`config.mk`:
```
export PLATFORM = sky130hd
export DESIGN_NAME = layer_code
export DESIGN_NICKNAME = d
export VERILOG_FILES = /design/src/rtl/layer_code.sv
export SDC_FILE = /design/constraint.sdc
export NUM_CORES = 1
export LEC_CHECK = 0
export BUFFER_PORTS_ARGS = -buffer_cell sky130_fd_sc_hd__buf_4
export CAP_MARGIN = 10
export CORE_ASPECT_RATIO = 2
export CORE_MARGIN = 2
export CORE_UTILIZATION = 60
export DETAILED_ROUTE_END_ITERATION = 6
export GPL_TIMING_DRIVEN = 0
export PLACE_DENSITY = 0.85
export SYNTH_ARGS = -nofsm -noshare
export SYNTH_HDL_FRONTEND = slang
export SYNTH_SLANG_ARGS = --single-unit
```
`constraint.sdc`:
```
create_clock -name clk_in -period 7.55 [get_ports clk_in]
set_input_delay 1.51 -clock clk_in [delete_from_list [all_inputs] [get_ports clk_in]]
set_output_delay 1.51 -clock clk_in [all_outputs]
set_load 0.02 [all_outputs]
```
`src/rtl/layer_code.sv`:
```
// NeoPixel (WS2812-class) single-wire NRZ encoder: streams 24-bit GRB words MSB first,
// using per-bit sampled phase widths, then holds the line low for a latch period.
module layer_code #(
  parameter int RST_CNT_W = 16
) (
  input  logic                 clk_in,
  input  logic                 rst_in,
  input  logic [7:0]           t0h_cnt_in,
  input  logic [7:0]           t0l_cnt_in,
  input  logic [7:0]           t1h_cnt_in,
  input  logic [7:0]           t1l_cnt_in,
  input  logic [RST_CNT_W-1:0] rst_cnt_in,
  input  logic                 data_valid_in,
  input  logic [23:0]          data_in,
  input  logic                 data_last_in,
  output logic                 data_ready_out,
  output logic                 bit_code_out,
  output logic                 busy_out,
  output logic                 done_out
);

  typedef enum logic [1:0] {
    ST_IDLE  = 2'd0,
    ST_HIGH  = 2'd1,
    ST_LOW   = 2'd2,
    ST_LATCH = 2'd3
  } state_t;

  state_t                 state_q, state_d;
  logic [23:0]            data_q, data_d;
  logic                   last_q, last_d;
  logic [4:0]             bit_idx_q, bit_idx_d;
  logic [7:0]             ph_cnt_q, ph_cnt_d;
  logic [7:0]             low_cnt_q, low_cnt_d;
  logic [RST_CNT_W-1:0]   lat_cnt_q, lat_cnt_d;
  logic                   bit_code_q, bit_code_d;
  logic                   busy_q, busy_d;
  logic                   done_q, done_d;

  logic final_low_s;
  logic ready_s;
  logic xfer_s;

  // High width for the bit about to be sent; low width is latched alongside it.
  function automatic logic [7:0] high_width(input logic bit_val, input logic [7:0] t0h,
                                            input logic [7:0] t1h);
    return bit_val ? t1h : t0h;
  endfunction

  function automatic logic [7:0] low_width(input logic bit_val, input logic [7:0] t0l,
                                           input logic [7:0] t1l);
    return bit_val ? t1l : t0l;
  endfunction

  assign final_low_s = (state_q == ST_LOW) && (ph_cnt_q == 8'd0);
  assign ready_s     = (state_q == ST_IDLE) ||
                       (final_low_s && (bit_idx_q == 5'd0) && !last_q);
  assign xfer_s      = data_valid_in && ready_s;

  // Next-state, counters and registered output values.
  always_comb begin
    state_d   = state_q;
    data_d    = data_q;
    last_d    = last_q;
    bit_idx_d = bit_idx_q;
    ph_cnt_d  = ph_cnt_q;
    low_cnt_d = low_cnt_q;
    lat_cnt_d = lat_cnt_q;
    done_d    = 1'b0;

    case (state_q)
      ST_IDLE: begin
        if (xfer_s) begin
          state_d   = ST_HIGH;
          data_d    = data_in;
          last_d    = data_last_in;
          bit_idx_d = 5'd23;
          ph_cnt_d  = high_width(data_in[23], t0h_cnt_in, t1h_cnt_in);
          low_cnt_d = low_width(data_in[23], t0l_cnt_in, t1l_cnt_in);
        end else begin
          state_d = ST_IDLE;
        end
      end
      ST_HIGH: begin
        if (ph_cnt_q == 8'd0) begin
          state_d  = ST_LOW;
          ph_cnt_d = low_cnt_q;
        end else begin
          ph_cnt_d = ph_cnt_q - 8'd1;
        end
      end
      ST_LOW: begin
        if (ph_cnt_q != 8'd0) begin
          ph_cnt_d = ph_cnt_q - 8'd1;
        end else if (bit_idx_q != 5'd0) begin
          // The word shifts left so the bit on the wire is always data_q[23].
          state_d   = ST_HIGH;
          bit_idx_d = bit_idx_q - 5'd1;
          data_d    = {data_q[22:0], 1'b0};
          ph_cnt_d  = high_width(data_q[22], t0h_cnt_in, t1h_cnt_in);
          low_cnt_d = low_width(data_q[22], t0l_cnt_in, t1l_cnt_in);
        end else if (last_q) begin
          state_d   = ST_LATCH;
          lat_cnt_d = rst_cnt_in;
        end else if (xfer_s) begin
          state_d   = ST_HIGH;
          data_d    = data_in;
          last_d    = data_last_in;
          bit_idx_d = 5'd23;
          ph_cnt_d  = high_width(data_in[23], t0h_cnt_in, t1h_cnt_in);
          low_cnt_d = low_width(data_in[23], t0l_cnt_in, t1l_cnt_in);
        end else begin
          state_d = ST_IDLE;
        end
      end
      ST_LATCH: begin
        if (lat_cnt_q == {RST_CNT_W{1'b0}}) begin
          state_d = ST_IDLE;
          done_d  = 1'b1;
        end else begin
          lat_cnt_d = lat_cnt_q - {{(RST_CNT_W-1){1'b0}}, 1'b1};
        end
      end
      default: begin
        state_d = ST_IDLE;
      end
    endcase

    bit_code_d = (state_d == ST_HIGH);
    busy_d     = (state_d != ST_IDLE);
  end

  // State and datapath registers; reset forces the line low immediately.
  always_ff @(posedge clk_in or posedge rst_in) begin
    if (rst_in) begin
      state_q    <= ST_IDLE;
      data_q     <= 24'd0;
      last_q     <= 1'b0;
      bit_idx_q  <= 5'd0;
      ph_cnt_q   <= 8'd0;
      low_cnt_q  <= 8'd0;
      lat_cnt_q  <= {RST_CNT_W{1'b0}};
      bit_code_q <= 1'b0;
      busy_q     <= 1'b0;
      done_q     <= 1'b0;
    end else begin
      state_q    <= state_d;
      data_q     <= data_d;
      last_q     <= last_d;
      bit_idx_q  <= bit_idx_d;
      ph_cnt_q   <= ph_cnt_d;
      low_cnt_q  <= low_cnt_d;
      lat_cnt_q  <= lat_cnt_d;
      bit_code_q <= bit_code_d;
      busy_q     <= busy_d;
      done_q     <= done_d;
    end
  end

  assign data_ready_out = ready_s;
  assign bit_code_out   = bit_code_q;
  assign busy_out       = busy_q;
  assign done_out       = done_q;

endmodule

```
==> metrics <==
Core Rows=43; DRT Pass-1 Iters=6; Seq/Total Area, Yosys=39.0%; Final ANT Viol Nets=0; Cell Pwr Density=161 mW/mm^2; Crit Path Class=reg -> out; min Tclk post-route=3.83 ns; I/O pin total=80; critical path data arrival time=2.32 ns; Hold WC Path Type=reg -> reg; Mean Syn Cell Area=8.71 sq um; synth cell count leaders=dfrtp_1 (66), nor2_1 (63), a21oi_1 (42); Max-slew headroom=42.9%; hold path endpoint=bit_idx_q[0]; Starting Density=61.4%; CTS H-tree lvls=3; Slew Viols, Final=0; DIE AREA=0.00778 sq mm; RR Startpoint=lat_cnt_q[0]; via count=4,190; Post-synth EDFFs=0; worst min-delay path startpoint=bit_idx_q[0]; Post-CTS Resized=0; initial antenna violation count=0; Synth top area share=39.0%; CTS max path bufs=2; Synth area leaders=dfrtp_1 (39%), nor2_1 (5.6%), mux2i_1 (5.4%); R2R depth=8; RSZ-0062 raised after global routing=false; pin count of the biggest net entering global routing=39; fraction of registers with async set/reset=100%; WL final=12,500 microns; Worst EP required=6.04 ns; Synth Flop Type=dfrtp_1; CTS tree=built; clock sink count=66; post-synth cell types=59; most common cell in the netlist=dfrtp_1; DP HPWL=9460 microns; cts bufs inserted=9; Fin. Hold Viols=0; max_cap viols=0; synth warn=0; Syn Nets=572; static leakage=2.30 nW; Layout area overhead=24.2%; layout cell share with drive strength beyond 1=22.0%; final net count=662; leading area contributor after synthesis=dfrtp_1; Hold Crit Depth=1; status=complete, no violations; R2R Setup Slk=4.44 ns; vias in the first global route=4,449; max frequency=261 MHz; Post-Synthesis Cells=486; Setup violations, final=0; worst-skew pair later-pin latency=0.35 ns; first-pass GRT wire length=20,100 microns; Synth Cell Area=0.00423 sq mm; root buf cell=clkbuf_16; wire per inst=18.6 microns; Setup Skew=0.00669 ns; clk slew on worst S/H paths=0.06 ns; GP Congestion=0.908; Die X=63.4 microns; # hold bufs at CTS=0; core footprint=0.00689 sq mm; crit start category=flip-flop; Port Buffers=78; CP Max Fanout=7; Worst VDD drop=0.200 mV; Die H=123 microns; Yosys reg bits=66; Worst Setup End Kind=output port; antenna cells=0; FF-to-FF End=lat_cnt_q[2]; setup TNS=0 ns; grt ovf=0; overall routing resource usage=33.2%; Final Util=76.3%; DR iter-0 viols=243; DRC=0; Setup Fix Bufs, Post-CTS=0; Worst Tran Pin Value=0.845 ns; DR vias/cell=6.24; crit share post-route=50.7%
registers in the layout (all words and copies together), names as in the netlist:
name,count
bit_code_out,1
bit_idx_q,5
busy_out,1
data_q,23
done_out,1
last_q,1
lat_cnt_q,16
low_cnt_q,8
ph_cnt_q,8
state_q,2
report_power, final:
group / switching [mW] / internal [mW] / leakage (nW)
Clock: 0.164 / 0.264 / 0.141
Combinational: 0.0241 / 0.0361 / 1.39
Sequential: 0.000799 / 0.354 / 0.773
Total: 0.189 / 0.655 / 2.30
final cells by class:
| class | instances | area [sq um] |
|---|---|---|
| clock buffers | 10 | 239 |
| plain buffers | 31 | 146 |
| multi-input cells | 370 | 2360 |
| fillers | 539 | 1630 |
| flip-flops and latches | 66 | 1650 |
| repair buffers | 79 | 606 |
| inverters | 19 | 71.3 |
| clock inverters | 6 | 66.3 |
| well taps | 90 | 113 |
through the flow:
step	hold WS, ns	area (sq um)	cells	total power, mW	setup slack, ns
3_3_place_gp	0.485	4930	654	0.418	3.54
5_1_grt	0.529	5260	671	0.860	3.61
4_1_cts	0.498	5260	671	0.844	3.72
2_1_floorplan	0.462	4230	486	0.383	4.39
3_5_place_dp	0.492	4950	655	0.421	4.09
6_report	0.498	5260	671	0.844	3.72
critical path, cell delays in order, from the launching register on:
cell      delay (ns)
dfrtp_1         0.40
inv_1           0.09
ha_1            0.16
or4b_1          0.43
clkbuf_1        0.19
nor4_1          0.36
or2_2           0.19
buf_4           0.13
worst max path at each step:
stage | from | end | slack, ns | depth (start not counted)
after global routing | bit_idx_q[0] | data_ready_out | 3.61 | 7
after detailed placement | bit_idx_q[0] | data_ready_out | 4.09 | 7
after floorplan | rst_in | bit_code_out | 4.39 | 1
final | bit_idx_q[0] | data_ready_out | 3.72 | 7
after global placement | rst_in | data_q[5] | 3.54 | 2
after CTS | bit_idx_q[0] | data_ready_out | 3.72 | 7
placed cells by master, fill, tap and decap left out, types with 3 or more instances in the layout:
master,netlist,final
a211o_1,4,4
a21oi_1,42,42
a221oi_1,3,3
a2bb2oi_1,4,4
a31oi_1,6,6
a41oi_1,3,3
and2_1,5,5
buf_2,6,6
buf_4,0,78
buf_6,3,3
clkbuf_1,20,20
clkbuf_16,0,9
clkinvlp_4,0,3
dfrtp_1,66,66
ha_1,10,10
inv_1,18,17
mux2_2,12,12
mux2i_1,23,23
nand2_1,37,37
nand2b_1,4,4
nand3_1,8,8
nand4_1,4,4
nor2_1,63,63
nor3_1,11,11
nor4_1,4,4
o211ai_1,6,6
o21ai_0,29,29
o21ai_1,3,3
o22a_1,13,13
o22ai_1,32,32
or3_1,4,4
xnor2_1,3,3
logic make-up after synthesis:
| logic type | after synthesis | share of synthesized area (%) |
|---|---|---|
| buffers and inverters | 50 | 5.14 |
| AOI/OAI and AO/OA | 166 | 25.8 |
| adders and majority gates | 10 | 2.96 |
| xor gates and xnor gates | 3 | 0.621 |
| DFF | 66 | 39.0 |
| muxes | 35 | 8.63 |
| and+or+nand+nor | 156 | 17.8 |
per-layer routing:
metal  share of wire (%)  up-vias  global-route usage [%]  routed length (microns)
met3                 3.7       48                    6.23                      462
met1                  33     2016                    29.6                     4130
met2                  58      143                    66.5                     7260
li1                    -     1983                       -                        -
met4                 4.8        0                    19.2                      601
met5                   0        -                       0                        0
No activity file was read; power rests on OpenSTA's default activity.
